**src/rtl/led_fade_sequencer.sv**
```systemverilog
// led_fade_sequencer: brightness sequencer feeding the PWM accumulator addend.
// A debounced front-panel button and a host "set level" request both start a
// ramp toward a target level; the level then holds and, for button-started
// sequences, decays back to zero. All level movement happens on a divided tick.
module led_fade_sequencer #(
   parameter int TICK_DIV   = 20,
   parameter int STEP       = 1,
   parameter int HOLD_TICKS = 64
) (
   input  logic       clk_50mhz,
   input  logic       rst,
   input  logic       button,
   input  logic       set_valid,
   input  logic [6:0] set_level,
   output logic       set_ready,
   output logic [6:0] level,
   output logic [1:0] state,
   output logic       busy
);

   typedef enum logic [1:0] {
      IDLE  = 2'd0,
      RAMP  = 2'd1,
      HOLD  = 2'd2,
      DECAY = 2'd3
   } state_t;

   localparam logic [TICK_DIV-1:0] TICK_ONE  = {{(TICK_DIV-1){1'b0}}, 1'b1};
   localparam logic [7:0]          STEP_W    = 8'(STEP);
   localparam logic [6:0]          STEP_7    = 7'(STEP);
   localparam logic [7:0]          HOLD_LAST = 8'(HOLD_TICKS - 1);

   logic [TICK_DIV-1:0] tick_cnt_q, tick_cnt_d;
   logic                tick;

   logic sync1_q, sync1_d;
   logic sync2_q, sync2_d;
   logic sample_q, sample_d;
   logic deb_q, deb_d;
   logic deb_dly_q, deb_dly_d;
   logic press_q, press_d;

   state_t     state_q, state_d;
   logic [6:0] level_q, level_d;
   logic [6:0] target_q, target_d;
   logic       sticky_q, sticky_d;
   logic [7:0] hold_cnt_q, hold_cnt_d;
   logic       busy_q, busy_d;

   logic [7:0] level_ext, target_ext;
   logic [7:0] up_gap, down_gap;
   logic [6:0] up_amt, down_amt, decay_amt;

   assign tick      = &tick_cnt_q;
   assign set_ready = (state_q != RAMP) && !press_q;
   assign level     = level_q;
   assign state     = state_q;
   assign busy      = busy_q;

   // Tick divider, button synchronizer, tick-rate debounce and press edge detect
   always_comb begin
      tick_cnt_d = tick_cnt_q + TICK_ONE;
      sync1_d    = button;
      sync2_d    = sync1_q;
      sample_d   = sample_q;
      deb_d      = deb_q;
      if (tick) begin
         sample_d = sync2_q;
         if (sync2_q == sample_q) begin
            deb_d = sync2_q;
         end
      end
      deb_dly_d = deb_q;
      press_d   = deb_dly_q & ~deb_q;
   end

   // Clamped step amounts; 8-bit gaps keep the level from overshooting or wrapping
   always_comb begin
      level_ext  = {1'b0, level_q};
      target_ext = {1'b0, target_q};
      up_gap     = target_ext - level_ext;
      down_gap   = level_ext - target_ext;
      up_amt     = (up_gap < STEP_W) ? up_gap[6:0] : STEP_7;
      down_amt   = (down_gap < STEP_W) ? down_gap[6:0] : STEP_7;
      decay_amt  = (level_ext < STEP_W) ? level_q : STEP_7;
   end

   // Sequencer: press beats host transfer, either beats the tick-driven phase logic
   always_comb begin
      state_d    = state_q;
      level_d    = level_q;
      target_d   = target_q;
      sticky_d   = sticky_q;
      hold_cnt_d = hold_cnt_q;
      if (press_q) begin
         target_d   = 7'd127;
         sticky_d   = 1'b0;
         state_d    = RAMP;
         hold_cnt_d = 8'd0;
      end else if (set_valid && set_ready) begin
         target_d = set_level;
         sticky_d = 1'b1;
         state_d  = RAMP;
      end else if (tick) begin
         case (state_q)
            RAMP: begin
               if (level_q == target_q) begin
                  state_d    = HOLD;
                  hold_cnt_d = 8'd0;
               end else if (level_q < target_q) begin
                  level_d = level_q + up_amt;
               end else begin
                  level_d = level_q - down_amt;
               end
            end
            HOLD: begin
               if (!sticky_q) begin
                  if (hold_cnt_q == HOLD_LAST) begin
                     state_d = DECAY;
                  end else begin
                     hold_cnt_d = hold_cnt_q + 8'd1;
                  end
               end
            end
            DECAY: begin
               if (level_q == 7'd0) begin
                  state_d = IDLE;
               end else begin
                  level_d = level_q - decay_amt;
               end
            end
            default: begin
               state_d = IDLE;
            end
         endcase
      end
      busy_d = (state_d != IDLE);
   end

   // All state registers; reset restores released button and an idle, dark LED
   always_ff @(posedge clk_50mhz) begin
      if (rst) begin
         tick_cnt_q <= '0;
         sync1_q    <= 1'b1;
         sync2_q    <= 1'b1;
         sample_q   <= 1'b1;
         deb_q      <= 1'b1;
         deb_dly_q  <= 1'b1;
         press_q    <= 1'b0;
         state_q    <= IDLE;
         level_q    <= 7'd0;
         target_q   <= 7'd0;
         sticky_q   <= 1'b0;
         hold_cnt_q <= 8'd0;
         busy_q     <= 1'b0;
      end else begin
         tick_cnt_q <= tick_cnt_d;
         sync1_q    <= sync1_d;
         sync2_q    <= sync2_d;
         sample_q   <= sample_d;
         deb_q      <= deb_d;
         deb_dly_q  <= deb_dly_d;
         press_q    <= press_d;
         state_q    <= state_d;
         level_q    <= level_d;
         target_q   <= target_d;
         sticky_q   <= sticky_d;
         hold_cnt_q <= hold_cnt_d;
         busy_q     <= busy_d;
      end
   end

endmodule

```
**config.mk**
```make
export PLATFORM = sky130hd
export DESIGN_NAME = led_fade_sequencer
export DESIGN_NICKNAME = d
export VERILOG_FILES = /design/src/rtl/led_fade_sequencer.sv
export SDC_FILE = /design/constraint.sdc
export NUM_CORES = 1
export LEC_CHECK = 0
export CAP_MARGIN = 20
export CELL_PAD_IN_SITES_DETAIL_PLACEMENT = 0
export CELL_PAD_IN_SITES_GLOBAL_PLACEMENT = 1
export CORE_ASPECT_RATIO = 0.75
export CORE_MARGIN = 1.5
export CORE_UTILIZATION = 35
export DETAILED_ROUTE_END_ITERATION = 7
export GPL_TIMING_DRIVEN = 0
export PLACE_DENSITY = 0.65
export SLEW_MARGIN = 0
export SYNTH_ARGS = -nofsm -noshare
export SYNTH_HDL_FRONTEND = slang
export SYNTH_SLANG_ARGS = --single-unit
```
**constraint.sdc**
```tcl
create_clock -name clk_50mhz -period 5.4 [get_ports clk_50mhz]
set_clock_uncertainty 0.2 [all_clocks]
set_input_delay 1.08 -clock clk_50mhz [delete_from_list [all_inputs] [get_ports clk_50mhz]]
set_output_delay 1.08 -clock clk_50mhz [all_outputs]
set_load 0.005 [all_outputs]
```
==> results_tabular.tex <==
\begin{tabular}{lr}
\hline
Metric & Value \\
\hline
\multicolumn{2}{l}{\textbf{Critical path}} \\
R2R Setup Slk & 0.84 ns \\
Worst EP required & 5.43 ns \\
Terminus of the critical flop-to-flop path & level[6] \\
Worst path arrival time & about 4.6 ns \\
Reg-to-reg critical path startpoint & level[6] \\
R2R cell count & 17 \\
Crit Path Max Fanout & 10 \\
Worst Setup Start Kind & flip-flop \\
Critical path start-end classification & flip-flop to flip-flop \\
Endpoint kind of the worst setup timing path & flip-flop \\
\multicolumn{2}{l}{\textbf{Global route}} \\
Maximum number of pins on one net before global-route repair & 18 \\
Initial antenna violation count & 0 \\
First-pass GRT wire length & between 10000 and 15000 microns \\
Via count of the first global-routing pass & 2561 \\
Remaining Overflow, GRT & 0 \\
Global-route total usage across every layer & 17.0\% \\
\multicolumn{2}{l}{\textbf{Floorplanning}} \\
DIE AREA & 9800 sq um \\
Core area & 9010 sq um \\
Vertical die dimension & 86.1 microns \\
Effective utilization at floorplan & 35.8\% \\
Overall die width & about 110 microns \\
Standard-cell rows & 30 \\
Io pins & 22 \\
\multicolumn{2}{l}{\textbf{Logic synthesis}} \\
Number of nets produced by synthesis & 427 \\
Post-synthesis instance area & between 3000 and 4000 sq um \\
Top cells by area, synth & sky130\_fd\_sc\_hd\_\_dfxtp\_1, sky130\_fd\_sc\_hd\_\_ha\_1, sky130\_fd\_sc\_hd\_\_nor2\_1 \\
Number of synthesized register bits & between 50 and 60 \\
Dominant cell type by area after synthesis & sky130\_fd\_sc\_hd\_\_dfxtp\_1 \\
Library cells used by synthesis & 56 \\
Synthesis warning total & 0 \\
Dominant register cell in the synthesized netlist & sky130\_fd\_sc\_hd\_\_dfxtp\_1 \\
Sequential cell area fraction in the yosys report & roughly a third \\
Syn Area/Cell & 8.26 sq um \\
Number of enable flip-flop cells after synthesis & 0 \\
Ys async rst share & 0\% \\
Share of the synthesized area in the top cell type & 32.3\% \\
Cell count after synthesis & slightly below 400 \\
\multicolumn{2}{l}{\textbf{CTS}} \\
Clk slew on worst S/H paths & 0.07 ns \\
Number of buffers created by CTS & 5 \\
Number of cells upsized or downsized after cts & 0 \\
Clock Path Buffers & 2 \\
Root buffer selected by CTS & sky130\_fd\_sc\_hd\_\_clkbuf\_16 \\
Hold buffer count at cts & 0 \\
Insertion delay to the later sink of the worst-skew pair & 0.30 ns \\
CTS H-tree depth & 2 \\
CTS tree & yes \\
CTS Sinks & 52 \\
Post-CTS Repair Setup Buffers & 0 \\
\multicolumn{2}{l}{\textbf{Route}} \\
Detailed-route wire length & roughly 8000 microns \\
Number of design rule violations left after detail routing & 0 \\
Post-route ant nets & 0 \\
DR pass1 iterations & 4 \\
Total number of vias & around 2700 \\
Average wire per standard cell & about 15 microns \\
Drt via density & 5.11 \\
Initial drt markers & approximately 110 \\
\multicolumn{2}{l}{\textbf{Finish}} \\
Fill cell count & 941 \\
Share of post-route cells with drive strength above 1 & 6.90\% \\
Number of nets in the finished design & 456 \\
Area growth from synthesis to layout & 15.6\% \\
Final standard cell utilization of the core & 41.3\% \\
Number of antenna cells inserted & 0 \\
Multi-input gate area in the final layout & between 2000 and 2500 sq um \\
Area occupied by registers & 1040 sq um \\
\multicolumn{2}{l}{\textbf{STA}} \\
Final hold vios & 0 \\
Slew margin rel. & a little over a third \\
Unrepaired setup endpoints after global routing & false \\
Share of the clock period used by the worst path after layout & 84.4\% \\
Maximum operating frequency & between 200 and 250 MHz \\
Slew at the pin with the worst max-slew slack & 0.967 ns \\
Number of endpoints failing setup at the final stage & 0 \\
Tmin final & 4.56 ns \\
Final Max Tran Viols & 0 \\
Setup Total Neg Slack & 0 ns \\
\multicolumn{2}{l}{\textbf{Job}} \\
Number of maximum-capacitance violations & 0 \\
\multicolumn{2}{l}{\textbf{Hold path}} \\
Startpoint of the most critical hold path & deb\_dly\_q \\
Worst min path class & flip-flop to flip-flop \\
Hold depth & 2 \\
Sink of the worst hold path & press\_q \\
\multicolumn{2}{l}{\textbf{Pwr}} \\
Max VDD drop & 0.0929 mV \\
Power density over the cells & $\sim$240 nW/um\^{}2 \\
Pleak & $\sim$1.4 nW \\
\multicolumn{2}{l}{\textbf{Place}} \\
Routability congestion estimate from global placement & 0.898 \\
Port Buf Inserts & 21 \\
HPWL Detailed & 6140 microns \\
\multicolumn{2}{l}{\textbf{Run status}} \\
Status & complete, no violations \\
\hline
\end{tabular}
-- layout make-up --
type,count,share of cell area (%)
Inverter,29,2.92
Sequential cell,52,27.9
Tap cell,112,3.76
Clock inverter,3,0.605
Multi-Input combinational cell,295,54.0
Clock buffer,5,3.36
Timing Repair Buffer,22,5.78
Buffer,14,1.61
-- sequential cells by signal, indices dropped and copies added, names as in the netlist --
name        cells
sync2_q         1
deb_dly_q       1
level           7
sticky_q        1
press_q         1
deb_dly_d       1
sync1_q         1
sample_q        1
busy            1
tick_cnt_q     20
hold_cnt_q      8
state           2
target_q        7
-- worst max path at each step --
stage / start / endpoint / slack (ns) / cells after the start
6_report: level[6] / level[6] / 0.84 / 17
5_1_grt: level[6] / level[6] / 0.46 / 17
4_1_cts: target_q[0] / level[6] / 0.81 / 18
3_5_place_dp: target_q[0] / level[6] / 0.85 / 18
3_3_place_gp: target_q[0] / level[6] / 0.78 / 18
2_1_floorplan: target_q[0] / level[6] / 1.40 / 18
-- stage by stage --
| stage | hold WS [ns] | total power (W) | instances | worst slack [ns] | cell area (sq um) |
|---|---|---|---|---|---|
| floorplan | 0.189 | 0.000529 | 390 | 1.40 | 3220 |
| detailed placement | 0.202 | 0.000574 | 523 | 0.850 | 3570 |
| global route | 0.233 | 0.000943 | 532 | 0.465 | 3720 |
| finish | 0.209 | 0.000890 | 532 | 0.842 | 3720 |
| global placement | 0.204 | 0.000574 | 523 | 0.783 | 3570 |
| CTS | 0.213 | 0.000901 | 531 | 0.806 | 3720 |
-- cells in the mapped netlist (2+ instances only) --
library cell and n:
sky130_fd_sc_hd__o21a_1 4, sky130_fd_sc_hd__and2_1 2, sky130_fd_sc_hd__a21oi_1 21, sky130_fd_sc_hd__a31oi_1 3, sky130_fd_sc_hd__nand2b_1 5, sky130_fd_sc_hd__mux2i_1 5
sky130_fd_sc_hd__inv_1 29, sky130_fd_sc_hd__nand2_1 18, sky130_fd_sc_hd__o21ai_0 13, sky130_fd_sc_hd__ha_1 23, sky130_fd_sc_hd__nor4_1 2, sky130_fd_sc_hd__nor3b_1 2
sky130_fd_sc_hd__or3_1 3, sky130_fd_sc_hd__and3_1 5, sky130_fd_sc_hd__a21o_1 4, sky130_fd_sc_hd__fa_1 3, sky130_fd_sc_hd__nor3_1 4, sky130_fd_sc_hd__dfxtp_1 52
sky130_fd_sc_hd__or4_1 3, sky130_fd_sc_hd__nor2_1 61, sky130_fd_sc_hd__xnor2_1 12, sky130_fd_sc_hd__nor2b_1 8, sky130_fd_sc_hd__o311ai_0 2, sky130_fd_sc_hd__nand3b_1 2
sky130_fd_sc_hd__and4_1 3, sky130_fd_sc_hd__a211oi_1 11, sky130_fd_sc_hd__nand3_1 15, sky130_fd_sc_hd__buf_2 6, sky130_fd_sc_hd__or2_2 5, sky130_fd_sc_hd__nand4_1 7
sky130_fd_sc_hd__o2111ai_1 2, sky130_fd_sc_hd__o21bai_1 2, sky130_fd_sc_hd__a211o_1 4, sky130_fd_sc_hd__clkbuf_1 8, sky130_fd_sc_hd__a2111oi_2 2, sky130_fd_sc_hd__xor2_1 19
-- where the power goes --
group | switching (W) | internal (W) | total (W)
Combinational | 0.0000952 | 0.0000768 | 0.000172
Clock | 0.000149 | 0.000174 | 0.000322
Sequential | 0.00000473 | 0.000390 | 0.000395
-- layer usage --
metal	vias up	GRT usage [%]	share of wire (%)
met5	-	0	0
met4	0	3.18	0.51
met1	1261	26.5	56
li1	1412	-	-
met2	38	24.0	39
met3	5	3.25	3.9
-- kinds of logic after synthesis --
group                    share of synthesized area (%)
adder cells (fa/ha/maj)                           10.8
multiplexers                                      1.90
XOR/XNOR                                          8.43
AO/OA/AOI/OAI                                     17.2
buffers and inverters                             5.24
other                                            0.116
AND/OR/NAND/NOR                                   24.0
flip-flops                                        32.3
-- critical path: stages, from the launching register on --
cell	delay [ns]
sky130_fd_sc_hd__dfxtp_1	0.48
sky130_fd_sc_hd__inv_1	0.08
sky130_fd_sc_hd__ha_1	0.34
sky130_fd_sc_hd__clkbuf_1	0.37
sky130_fd_sc_hd__o21ai_0	0.21
sky130_fd_sc_hd__mux2_2	0.29
sky130_fd_sc_hd__o22a_1	0.22
sky130_fd_sc_hd__nor4b_1	0.49
sky130_fd_sc_hd__ha_1	0.24
sky130_fd_sc_hd__a21oi_1	0.05
sky130_fd_sc_hd__o21ai_0	0.10
sky130_fd_sc_hd__ha_1	0.32
sky130_fd_sc_hd__a211oi_1	0.26
sky130_fd_sc_hd__o21bai_1	0.10
sky130_fd_sc_hd__a21oi_1	0.19
sky130_fd_sc_hd__xor2_1	0.10
sky130_fd_sc_hd__or3_1	0.31
sky130_fd_sc_hd__a21oi_1	0.14
-- cell usage in the layout (no fill, tap or decap), types with 5 or more instances in the layout --
master / Yosys / final
sky130_fd_sc_hd__clkbuf_16: 0 / 5
sky130_fd_sc_hd__nand2_1: 18 / 18
sky130_fd_sc_hd__nand4_1: 7 / 7
sky130_fd_sc_hd__mux2i_1: 5 / 5
sky130_fd_sc_hd__xnor2_1: 12 / 12
sky130_fd_sc_hd__dfxtp_1: 52 / 52
sky130_fd_sc_hd__buf_2: 6 / 7
sky130_fd_sc_hd__nor2_1: 61 / 61
sky130_fd_sc_hd__xor2_1: 19 / 19
sky130_fd_sc_hd__o21ai_0: 13 / 13
sky130_fd_sc_hd__ha_1: 23 / 23
sky130_fd_sc_hd__or2_2: 5 / 5
sky130_fd_sc_hd__nand2b_1: 5 / 5
sky130_fd_sc_hd__clkdlybuf4s50_1: 0 / 21
sky130_fd_sc_hd__clkbuf_1: 8 / 8
sky130_fd_sc_hd__a211oi_1: 11 / 11
sky130_fd_sc_hd__nand3_1: 15 / 15
sky130_fd_sc_hd__a21oi_1: 21 / 21
sky130_fd_sc_hd__inv_1: 29 / 29
sky130_fd_sc_hd__nor2b_1: 8 / 8
sky130_fd_sc_hd__and3_1: 5 / 5
Note: power is estimated with default switching activity, not from simulation.
==> edit: new RTL, same flow settings <==
Put one more register stage on the output `level`. The value now appears one clock later. The other outputs are not delayed to match.
--- a/src/rtl/led_fade_sequencer.sv
+++ b/src/rtl/led_fade_sequencer.sv
@@ -54,5 +54,7 @@
    assign tick      = &tick_cnt_q;
    assign set_ready = (state_q != RAMP) && !press_q;
-   assign level     = level_q;
+   always_ff @(posedge clk_50mhz) begin
+      level <= level_q;
+   end
    assign state     = state_q;
    assign busy      = busy_q;
Check against the original RTL: no difference found for any inputs over 10 cycles, from zero or initial values and one cycle with rst high; that may be too few to reach the edited logic, so the function may still have changed.
==> edit against the original RTL <==
  * Via count rose by 3.2%
  * Routed wire length rose by 3.3%
  * Worst setup slack improved by 0.15 ns
  * Worst hold slack got worse by 0.0098 ns
  * Total power rose by 29%
  * Area after synthesis rose by 6.0%
  * Final area rose by 8.8%
  * Sequential cell count rose by 7
==> edit: results (changes against the original RTL) <==
* Final GP Congestion at 0.8271 (-7.9%)
* GRT met1 Usage at 25.55% (-0.91 points)
* Inst Count DP at 550 (+5.2%)
* Maximum VDD drop at 0.0001867 V (+100%)
* Worst Hold Slack at 0.1995 ns (-0.009832 ns)
* Worst-Margin Slew at 0.6626 ns (-0.3041 ns)
* Layout Cells excl Fill at 566 (+6.4%)
* HPWL Detailed at 5968 um (-2.7%)
* Hold path cells at 0 (-2)
* Leak at 1.580 nW (+11%)
* Fin nets at 466 (+2.2%)
* Reg2reg setup slack at 0.99 ns (+0.15 ns)
* Syn nets at 435 (+1.9%)
* Status: finished clean
* Largest cells by area after synthesis: dfxtp_1, ha_1, nor2_1
* Worst Hold Path EP: level[0]
* Post-synth top cells: dfxtp_1, nor2_1, a21oi_1
* CP endpoint: level_q[6]
* CP max-delay cell: dfxtp_1
* Largest net degree at the start of global routing at 11 (-7)
* Vias in the first global route at 2553 (-0.31%)
* FF-to-FF path depth at 18 (+1)
* Pre-CTS setup slack at 1.059 ns (+0.2096 ns)
* Met3 Use GR at 5.411% (+2.2 points)
* CTS Buf Count at 9 (+4)
* Top-area cell type share of the netlist area at 34.59% (+2.3 points)
* Placed cell area at 3780 um2 (+5.8%)
* Share of cells above drive strength 1 at 11.29% (+4.4 points)
* Reg2reg start: level_q[3]
* Met2 usage at 23.39% (-0.65 points)
* Register area share after synthesis at 34.59% (+2.3 points)
* First-pass GRT wire length at 13280 um (+1.6%)
* Final period utilization at 81.70% (-2.7 points)
* Biggest cell delay along the critical path at 0.51 ns (+0.02 ns)
* Total number of vias at 2804 (+3.2%)
* Gr usage total at 17.22% (+0.23 points)
* H-tree levels at 3 (+1)
* Worst Path Max Fanout at 9 (-1)
* Worst Path Arrival at 4.47 ns (-0.11 ns)
* Clk slew on worst S/H paths at 0.05 ns (-0.02 ns)
## edit: cell count changes in the layout (fill, tap and decap cells not counted), sizes merged, moves of 7 or more
cell	change
a21oi	+11
a211oi	-7
dfxtp	+7
nor2	-7
## edit: power groups by stage
stage	sequential (mW)	combinational, mW	clock, mW
detailed placement	0.458	0.172	0
global route	0.449	0.194	0.557
finish	0.449	0.173	0.522
CTS	0.448	0.174	0.536
floorplan	0.456	0.132	0
global placement	0.458	0.172	0
## edit: metal layers
metal	vias to the layer above	part of all wire, %
li1	1461	-
met1	1290	56
met2	44	39
met3	9	4.4
met4	0	1.0
met5	-	0
## edit: kinds of logic (layout without fill, tap and decap cells)
logic type | count (synthesis) | after routing | synth area share [%]
and+or+nand+nor | 152 | 152 | 24.11
AOI/OAI and AO/OA | 86 | 86 | 17.11
buffers and inverters | 43 | 79 | 5.570
xor gates and xnor gates | 22 | 22 | 5.643
DFF | 59 | 59 | 34.59
other | 1 | 1 | 0.1098
adders and majority gates | 26 | 26 | 10.19
muxes | 9 | 9 | 2.675
## edit: cell type report
class	instances	area (um2)
fill	990	5528
multi-input combinational	296	2043
sequential	59	1181
clock buffer	12	246.5
timing repair buffer	20	200.2
tap	132	165.2
inverter	28	105.1
buffer	15	85.08
clock inverter	4	26.28
## edit: critical path: cells and delay by family (launching register included)
| family | cells | cell delay, ns |
|---|---|---|
| adders and majority gates | 3 | 1.04 |
| buffers and inverters | 2 | 0.27 |
| DFF | 1 | 0.51 |
| and+or+nand+nor | 3 | 0.51 |
| xor gates and xnor gates | 1 | 0.10 |
| muxes | 2 | 0.50 |
| AOI/OAI and AO/OA | 7 | 1.21 |
